## src/rtl/hamming_scrub_counter_pkg.sv

```systemverilog
// Shared types and Hamming(7,4) / extended (8,4) helpers for the scrubbed counter.
// Defining HC_DED_EN adds an overall parity bit per nibble for double-error detection.
package hc_pkg;

`ifdef HC_DED_EN
    localparam int HC_CHK_BITS = 4;
`else
    localparam int HC_CHK_BITS = 3;
`endif

    typedef logic [2:0] hc_state_t;

    localparam hc_state_t ST_RUN    = 3'd0;
    localparam hc_state_t ST_ENCODE = 3'd1;
    localparam hc_state_t ST_IDLE   = 3'd2;
    localparam hc_state_t ST_CHECK  = 3'd3;
    localparam hc_state_t ST_FIX    = 3'd4;

    typedef enum logic [1:0] {
        CLEAN    = 2'd0,
        DATA_FIX = 2'd1,
        PAR_FIX  = 2'd2,
        DOUBLE   = 2'd3
    } hc_status_e;

    typedef struct packed {
        logic [3:0]             data;
        logic [HC_CHK_BITS-1:0] chk;
        hc_status_e             status;
    } hc_decode_t;

    // Check bits: [0]=p0, [1]=p1, [2]=p2 and, with DED, [3]=overall parity q.
    function automatic logic [HC_CHK_BITS-1:0] hc_encode(input logic [3:0] d);
        logic [HC_CHK_BITS-1:0] c;
        c[0] = d[0] ^ d[2] ^ d[3];
        c[1] = d[0] ^ d[1] ^ d[3];
        c[2] = d[0] ^ d[1] ^ d[2];
`ifdef HC_DED_EN
        c[3] = (^d) ^ c[0] ^ c[1] ^ c[2];
`endif
        return c;
    endfunction

    function automatic hc_decode_t hc_decode(input logic [3:0] d,
                                             input logic [HC_CHK_BITS-1:0] c);
        hc_decode_t             r;
        logic [HC_CHK_BITS-1:0] e;
        logic [2:0]             s;
        logic [3:0]             flip;
        e = hc_encode(d);
        s = c[2:0] ^ e[2:0];
        case (s)
            3'b111:  flip = 4'b0001;
            3'b110:  flip = 4'b0010;
            3'b101:  flip = 4'b0100;
            3'b011:  flip = 4'b1000;
            default: flip = 4'b0000;
        endcase
        r.data   = d;
        r.chk    = c;
        r.status = CLEAN;
`ifdef HC_DED_EN
        // With q matching, a nonzero syndrome can only come from two flipped bits.
        if (s == 3'b000) begin
            if (^{d, c}) begin
                r.chk    = e;
                r.status = PAR_FIX;
            end
        end else if (!(^{d, c})) begin
            r.status = DOUBLE;
        end else begin
            r.data   = d ^ flip;
            r.chk    = hc_encode(d ^ flip);
            r.status = (flip != 4'b0000) ? DATA_FIX : PAR_FIX;
        end
`else
        if (s != 3'b000) begin
            r.data   = d ^ flip;
            r.chk    = hc_encode(d ^ flip);
            r.status = (flip != 4'b0000) ? DATA_FIX : PAR_FIX;
        end
`endif
        return r;
    endfunction

endpackage

```

## src/rtl/hamming_scrub_counter_nibble_codec.sv

```systemverilog
// Combinational encoder/decoder for one protected nibble of the scrubbed counter.
module hamming_nibble_codec
    import hc_pkg::*;
(
    input  logic [3:0]             data,
    input  logic [HC_CHK_BITS-1:0] chk,
    output logic [HC_CHK_BITS-1:0] enc,
    output logic [3:0]             fixed_data,
    output logic [HC_CHK_BITS-1:0] fixed_chk,
    output hc_status_e             status
);

    hc_decode_t dec;

    assign enc        = hc_encode(data);
    assign dec        = hc_decode(data, chk);
    assign fixed_data = dec.data;
    assign fixed_chk  = dec.chk;
    assign status     = dec.status;

endmodule

```

## src/rtl/hamming_scrub_counter.sv

```systemverilog
// SEU-hardened counter: Hamming-protected per nibble, periodically scrubbed while idle.
// Defining HC_DED_EN enables double-error detection (uncorr_pulse / uncorr_sticky).
module hamming_scrub_counter
    import hc_pkg::*;
#(
    parameter int WIDTH        = 32,
    parameter int BLOCKS       = WIDTH / 4,
    parameter int SCRUB_PERIOD = 16,
    parameter int ERR_CNT_W    = 8
) (
    input  logic                            clk,
    input  logic                            reset,
    input  logic                            enable,
    input  logic                            load_valid,
    input  logic [WIDTH-1:0]                load_value,
    input  logic                            inj_valid,
    input  logic [WIDTH-1:0]                inj_data_mask,
    input  logic [BLOCKS*HC_CHK_BITS-1:0]   inj_par_mask,
    output logic [WIDTH-1:0]                counter,
    output logic                            protected_o,
    output logic                            busy,
    output logic                            corr_pulse,
    output logic                            uncorr_pulse,
    output logic                            uncorr_sticky,
    output logic [ERR_CNT_W-1:0]            err_count
);

    localparam int CW = BLOCKS * HC_CHK_BITS;
    localparam int TW = (SCRUB_PERIOD > 2) ? $clog2(SCRUB_PERIOD) : 1;

    hc_state_t       state;
    logic [TW-1:0]   timer;
    logic [WIDTH-1:0] cnt, eff_data, dec_data, fix_data;
    logic [CW-1:0]   chk, eff_chk, enc_chk, dec_chk, fix_chk;
    hc_status_e      dec_status [BLOCKS];
    logic            scrub_state, inj_active;
    logic            any_corr, fix_corr;

    assign scrub_state = (state == ST_IDLE) || (state == ST_CHECK) || (state == ST_FIX);
    assign inj_active  = inj_valid && scrub_state;

    // Decoders see the stored word with this cycle's injection already applied,
    // so an upset injected during CHECK is caught by the same pass.
    assign eff_data = inj_active ? (cnt ^ inj_data_mask) : cnt;
    assign eff_chk  = inj_active ? (chk ^ inj_par_mask)  : chk;

    for (genvar b = 0; b < BLOCKS; b++) begin : g_blk
        hamming_nibble_codec u_codec (
            .data       (eff_data[4*b +: 4]),
            .chk        (eff_chk[HC_CHK_BITS*b +: HC_CHK_BITS]),
            .enc        (enc_chk[HC_CHK_BITS*b +: HC_CHK_BITS]),
            .fixed_data (dec_data[4*b +: 4]),
            .fixed_chk  (dec_chk[HC_CHK_BITS*b +: HC_CHK_BITS]),
            .status     (dec_status[b])
        );
    end

`ifdef HC_DED_EN
    logic any_double, fix_double, uncorr_pulse_q, uncorr_sticky_q;
`endif

    always_comb begin
        any_corr = 1'b0;
`ifdef HC_DED_EN
        any_double = 1'b0;
`endif
        for (int b = 0; b < BLOCKS; b++) begin
            if (dec_status[b] == DATA_FIX || dec_status[b] == PAR_FIX) any_corr = 1'b1;
`ifdef HC_DED_EN
            if (dec_status[b] == DOUBLE) any_double = 1'b1;
`endif
        end
    end

    // Load beats enable beats scrubbing; either of the first two abandons a pass silently.
    always_ff @(posedge clk or posedge reset) begin
        if (reset) begin
            state      <= ST_IDLE;
            timer      <= '0;
            cnt        <= '0;
            chk        <= '0;
            fix_data   <= '0;
            fix_chk    <= '0;
            fix_corr   <= 1'b0;
            corr_pulse <= 1'b0;
            err_count  <= '0;
        end else begin
            corr_pulse <= 1'b0;
            if (load_valid) begin
                cnt   <= load_value;
                state <= ST_ENCODE;
            end else if (enable) begin
                cnt   <= cnt + WIDTH'(1);
                state <= ST_RUN;
            end else begin
                case (state)
                    ST_RUN: state <= ST_ENCODE;
                    ST_ENCODE: begin
                        chk   <= enc_chk;
                        timer <= '0;
                        state <= ST_IDLE;
                    end
                    ST_IDLE: begin
                        cnt <= eff_data;
                        chk <= eff_chk;
                        if (timer == TW'(SCRUB_PERIOD - 1)) state <= ST_CHECK;
                        else timer <= timer + TW'(1);
                    end
                    ST_CHECK: begin
                        cnt      <= eff_data;
                        chk      <= eff_chk;
                        fix_data <= dec_data;
                        fix_chk  <= dec_chk;
                        fix_corr <= any_corr;
                        state    <= ST_FIX;
                    end
                    ST_FIX: begin
                        cnt        <= inj_valid ? (fix_data ^ inj_data_mask) : fix_data;
                        chk        <= inj_valid ? (fix_chk ^ inj_par_mask) : fix_chk;
                        corr_pulse <= fix_corr;
                        if (fix_corr && (err_count != {ERR_CNT_W{1'b1}}))
                            err_count <= err_count + ERR_CNT_W'(1);
                        timer      <= '0;
                        state      <= ST_IDLE;
                    end
                    default: state <= ST_IDLE;
                endcase
            end
        end
    end

`ifdef HC_DED_EN
    always_ff @(posedge clk or posedge reset) begin
        if (reset) begin
            fix_double      <= 1'b0;
            uncorr_pulse_q  <= 1'b0;
            uncorr_sticky_q <= 1'b0;
        end else begin
            uncorr_pulse_q <= 1'b0;
            if (!load_valid && !enable) begin
                if (state == ST_CHECK) fix_double <= any_double;
                if (state == ST_FIX && fix_double) begin
                    uncorr_pulse_q  <= 1'b1;
                    uncorr_sticky_q <= 1'b1;
                end
            end
        end
    end

    assign uncorr_pulse  = uncorr_pulse_q;
    assign uncorr_sticky = uncorr_sticky_q;
`else
    assign uncorr_pulse  = 1'b0;
    assign uncorr_sticky = 1'b0;
`endif

    assign counter     = cnt;
    assign protected_o = scrub_state;
    assign busy        = (state == ST_CHECK) || (state == ST_FIX);

endmodule

```

## config.mk

```make
export PLATFORM = sky130hd
export DESIGN_NAME = hamming_scrub_counter
export DESIGN_NICKNAME = d
export VERILOG_FILES = /design/src/rtl/hamming_scrub_counter_pkg.sv /design/src/rtl/hamming_scrub_counter_nibble_codec.sv /design/src/rtl/hamming_scrub_counter.sv
export SDC_FILE = /design/constraint.sdc
export NUM_CORES = 1
export LEC_CHECK = 0
export ABC_AREA = 1
export ABC_CLOCK_PERIOD_IN_PS = 3500
export BUFFER_PORTS_ARGS = -buffer_cell sky130_fd_sc_hd__buf_2
export CAP_MARGIN = 20
export CELL_PAD_IN_SITES_DETAIL_PLACEMENT = 1
export CELL_PAD_IN_SITES_GLOBAL_PLACEMENT = 2
export CORE_UTILIZATION = 29
export CTS_BUF_LIST = sky130_fd_sc_hd__clkbuf_16
export DETAILED_ROUTE_END_ITERATION = 8
export PLACE_DENSITY_LB_ADDON = 0.1
export REMOVE_ABC_BUFFERS = 1
export SLEW_MARGIN = 20
export SYNTH_ARGS = -nofsm -noshare
export SYNTH_HDL_FRONTEND = slang
export SYNTH_SLANG_ARGS = --single-unit
```

## constraint.sdc

```tcl
create_clock -name clk -period 3.5 [get_ports clk]
set_input_delay 0 -clock clk [delete_from_list [all_inputs] [get_ports clk]]
set_output_delay 0 -clock clk [all_outputs]
set_load 0.1 [all_outputs]
```

==> results.sh <==
export IMPL_numClockSinks=129
export IMPL_arrival_ns=3.56
export IMPL_viasPerCell=5.07
export IMPL_worst_flop_to_flop_path_startpoint="counter[1]"
export IMPL_filler_cell_count=5275
export IMPL_mappedNetlistArea_um2=11900
export IMPL_drcViolationCount=0
export IMPL_wl_per_cell_um=19.2
export IMPL_combined_global_route_utilization_of_all_metal_layers_pct=24.8
export IMPL_clock_buffer_depth=2
export IMPL_cap_violations=0
export IMPL_synthesis_instances=1890
export IMPL_netlist_top_cell_by_area="dfrtp_1"
export IMPL_critPathMaxStageDelay_ns=0.43
export IMPL_worstSetupStartpoint="counter[1]"
export IMPL_total_power_mw=7.72
export IMPL_synth_area_top_cells="dfrtp_1 (27%), nand2_1 (21%), nand3_1 (10%)"
export IMPL_ys_seq_elements=129
export IMPL_multi_input_area_um2=7690
export IMPL_critPathSlowestCell="dfrtp_1"
export IMPL_r2r_worst_path_cells=15
export IMPL_synthMostInstantiatedCell="nand2_1"
export IMPL_finish_cell_count_without_fillers=2598
export IMPL_synth_seq_area_share_pct=27.1
export IMPL_outcome="completed"
export IMPL_syn_mean_instance_area_um2=6.30
export IMPL_sequential_cell_area_um2=3230
export IMPL_top_usage_layer="met2"
export IMPL_cts_buffers=17
export IMPL_dp_hpwl_um=37100
export IMPL_worstHoldPathType="in2reg"
export IMPL_detailed_place_area_um2=13200
export IMPL_port_buffers=135
export IMPL_critPathCaptureType="flip-flop"
export IMPL_numPlacedInstances=2523
export IMPL_path_type_of_the_worst_setup_path="reg2reg"
export IMPL_timing_hold_ws_ns=0.0212
export IMPL_initial_utilization_pct=29.7
export IMPL_post_cts_buffers=0
export IMPL_ir_drop_uv=340
export IMPL_grt_setup_unrepaired="no"
export IMPL_layout_worst_path_cycle_share_pct=89.6
export IMPL_tritoncts="built"
export IMPL_post_route_cell_area_um2=14300
export IMPL_placement_setup_worst_slack_ns=0.176
export IMPL_dieArea_um2=41900
export IMPL_ys_top_cells_by_count="nand2_1 (654), nand3_1 (250), inv_1 (142)"
export IMPL_number_of_enable_flip_flop_cells_after_synthesis=0
export IMPL_met1_usage_in_global_routing_pct=33.6
export IMPL_asyncSetResetFlopFracSynth_pct=100
export IMPL_crit_path_max_fanout=5
export IMPL_grt_max_degree=83
export IMPL_worstSetupStartpointType="flip-flop"
export IMPL_setup_viol=0
export IMPL_worst_setup_path_endpoint="counter[24]"
export IMPL_design_core_area_um2=40100
export IMPL_grt_ovfl_total=0
export IMPL_drt_antenna_violating_nets=0
export IMPL_synth_top_cell_area_share_pct=26.9
export IMPL_clkTransAtPathRegs_ns=0.07
export IMPL_clock_skew_final_ns=0.00779
export IMPL_globalRouteMet2Util_pct=40.1
export IMPL_floorplan_io_pins=138
export IMPL_die_w_um=205
export IMPL_antenna_found_initial=0
export IMPL_leakage_power_nw=7.29
export IMPL_synth_cell_type_count=44
export IMPL_vias=13200
export IMPL_vias_in_the_first_global_route=13400
export IMPL_setup_reg_to_reg_worst_slack_ns=0.36
export IMPL_ys_warn_count=0
export IMPL_areaGrowthSynthToFinish_pct=19.7
export IMPL_worstReg2RegEnd="counter[24]"
export IMPL_nNetsFinal=2156
export IMPL_diodes=0
export IMPL_rows=73
export IMPL_h_tree_depth=4
export IMPL_timing_setup_tns_ns=0
export IMPL_final_core_utilization_pct=35.6
export IMPL_die_y_um=205
export IMPL_tightestPinTransition_ns=0.932
export IMPL_yosys_most_used_dff="dfrtp_1"
export IMPL_power_per_cell_area_nw_per_um2=541
export IMPL_clock_insertion_delay_worst_skew_ns=0.49
export IMPL_slew_headroom_pct=37.8
export IMPL_clock_fmax_ghz=0.319
export IMPL_drt_first_iter_violations=716
export IMPL_final_min_clock_period_ns=3.14
export IMPL_worst_ep_required_time_ns=3.92
export IMPL_cts_root_buf="clkbuf_16"
export IMPL_critical_path_cell_chain="ha_2 > nand3_1 > nor2_1 > nand2_1 > nor3_2 > nand2_1 > nor2_1 > nand3_1 > nor2_1 > nand2_1 > nor2_1 > nand2_1 > o21ai_0 > o211ai_1 > a21oi_1"
export IMPL_drive_gt1_share_pct=17.1
export IMPL_place_gp_congestion=0.896
export IMPL_routed_wl_um=49800
export IMPL_drt_pre_antenna_iters=6
export IMPL_slew_viol_final=0
export IMPL_hold_violations=0
export IMPL_grt_first_pass_wirelength_um=78100
export IMPL_grt_met3_usage_pct=4.07
export IMPL_worst_slack_ns=0.364
layout by cell type, fill, tap and decap left out, drive strengths merged, types with 38 or more instances in the layout:
cell         count
a21oi           72
dlygate4sd3     43
nand3          259
xor2            62
nand4           38
nor2            76
dfrtp          128
inv            175
xnor2           43
o21ai          147
nand2          728
buf            172
registers in the layout (all words and copies together), names as in the netlist:
register,flops
err_count,8
fix_corr,1
corr_pulse,1
counter,32
chk,24
fix_data,32
state,3
timer,4
fix_chk,24
routing by layer:
layer	wire [um]	up-vias
met3	1590	44
met5	0	-
met2	22900	200
met1	24500	6400
met4	857	0
li1	-	6531
critical path, delay by kind of cell (launching register included):
kind / cells / cell delay, ns
flip-flops: 1 / 0.43
adder cells (fa/ha/maj): 1 / 0.29
AND/OR/NAND/NOR: 11 / 1.93
AO/OA/AOI/OAI: 3 / 0.40
repair_timing:
item / 4_1_cts / 5_1_grt
endpoints found under the hold margin: 115 / 0
setup endpoints to repair: 0 / 5
gates resized for setup: 0 / 4
hold buffers: 43 / 0
worst min-delay path by stage:
stage                          start         end  slack (ns)  cells after the start
floorplan                     enable    state[0]         0.1                      1
global placement       load_value[5]  counter[5]        0.21                      3
detailed placement     load_value[1]  counter[1]        0.22                      3
CTS                  inj_par_mask[9]      chk[9]      0.0005                      7
global route              load_valid  counter[8]        0.05                      2
finish              inj_par_mask[13]     chk[13]        0.02                      7
where the power goes:
part           switching [mW]  internal [mW]
clock                   0.822           1.05
sequential              0.354           1.88
combinational            2.48           1.13
kinds of logic after synthesis:
kind of cell / count (synthesis) / share of synthesized area, %
simple gates: 1137 / 42.6
compound gates: 275 / 12.5
buf+inv: 240 / 8.56
flops: 129 / 27.1
xor+xnor: 105 / 8.91
fa+ha+maj: 3 / 0.315
other cells: 1 / 0.0315
cell type report:
class,instances,share of cell area (%)
Clock inverter,15,1.12
Tap cell,525,4.61
Inverter,175,4.64
Timing Repair Buffer,215,10.1
Clock buffer,17,2.98
Sequential cell,129,22.6
Multi-Input combinational cell,1522,53.9
No activity file was read; power rests on OpenSTA's default activity.
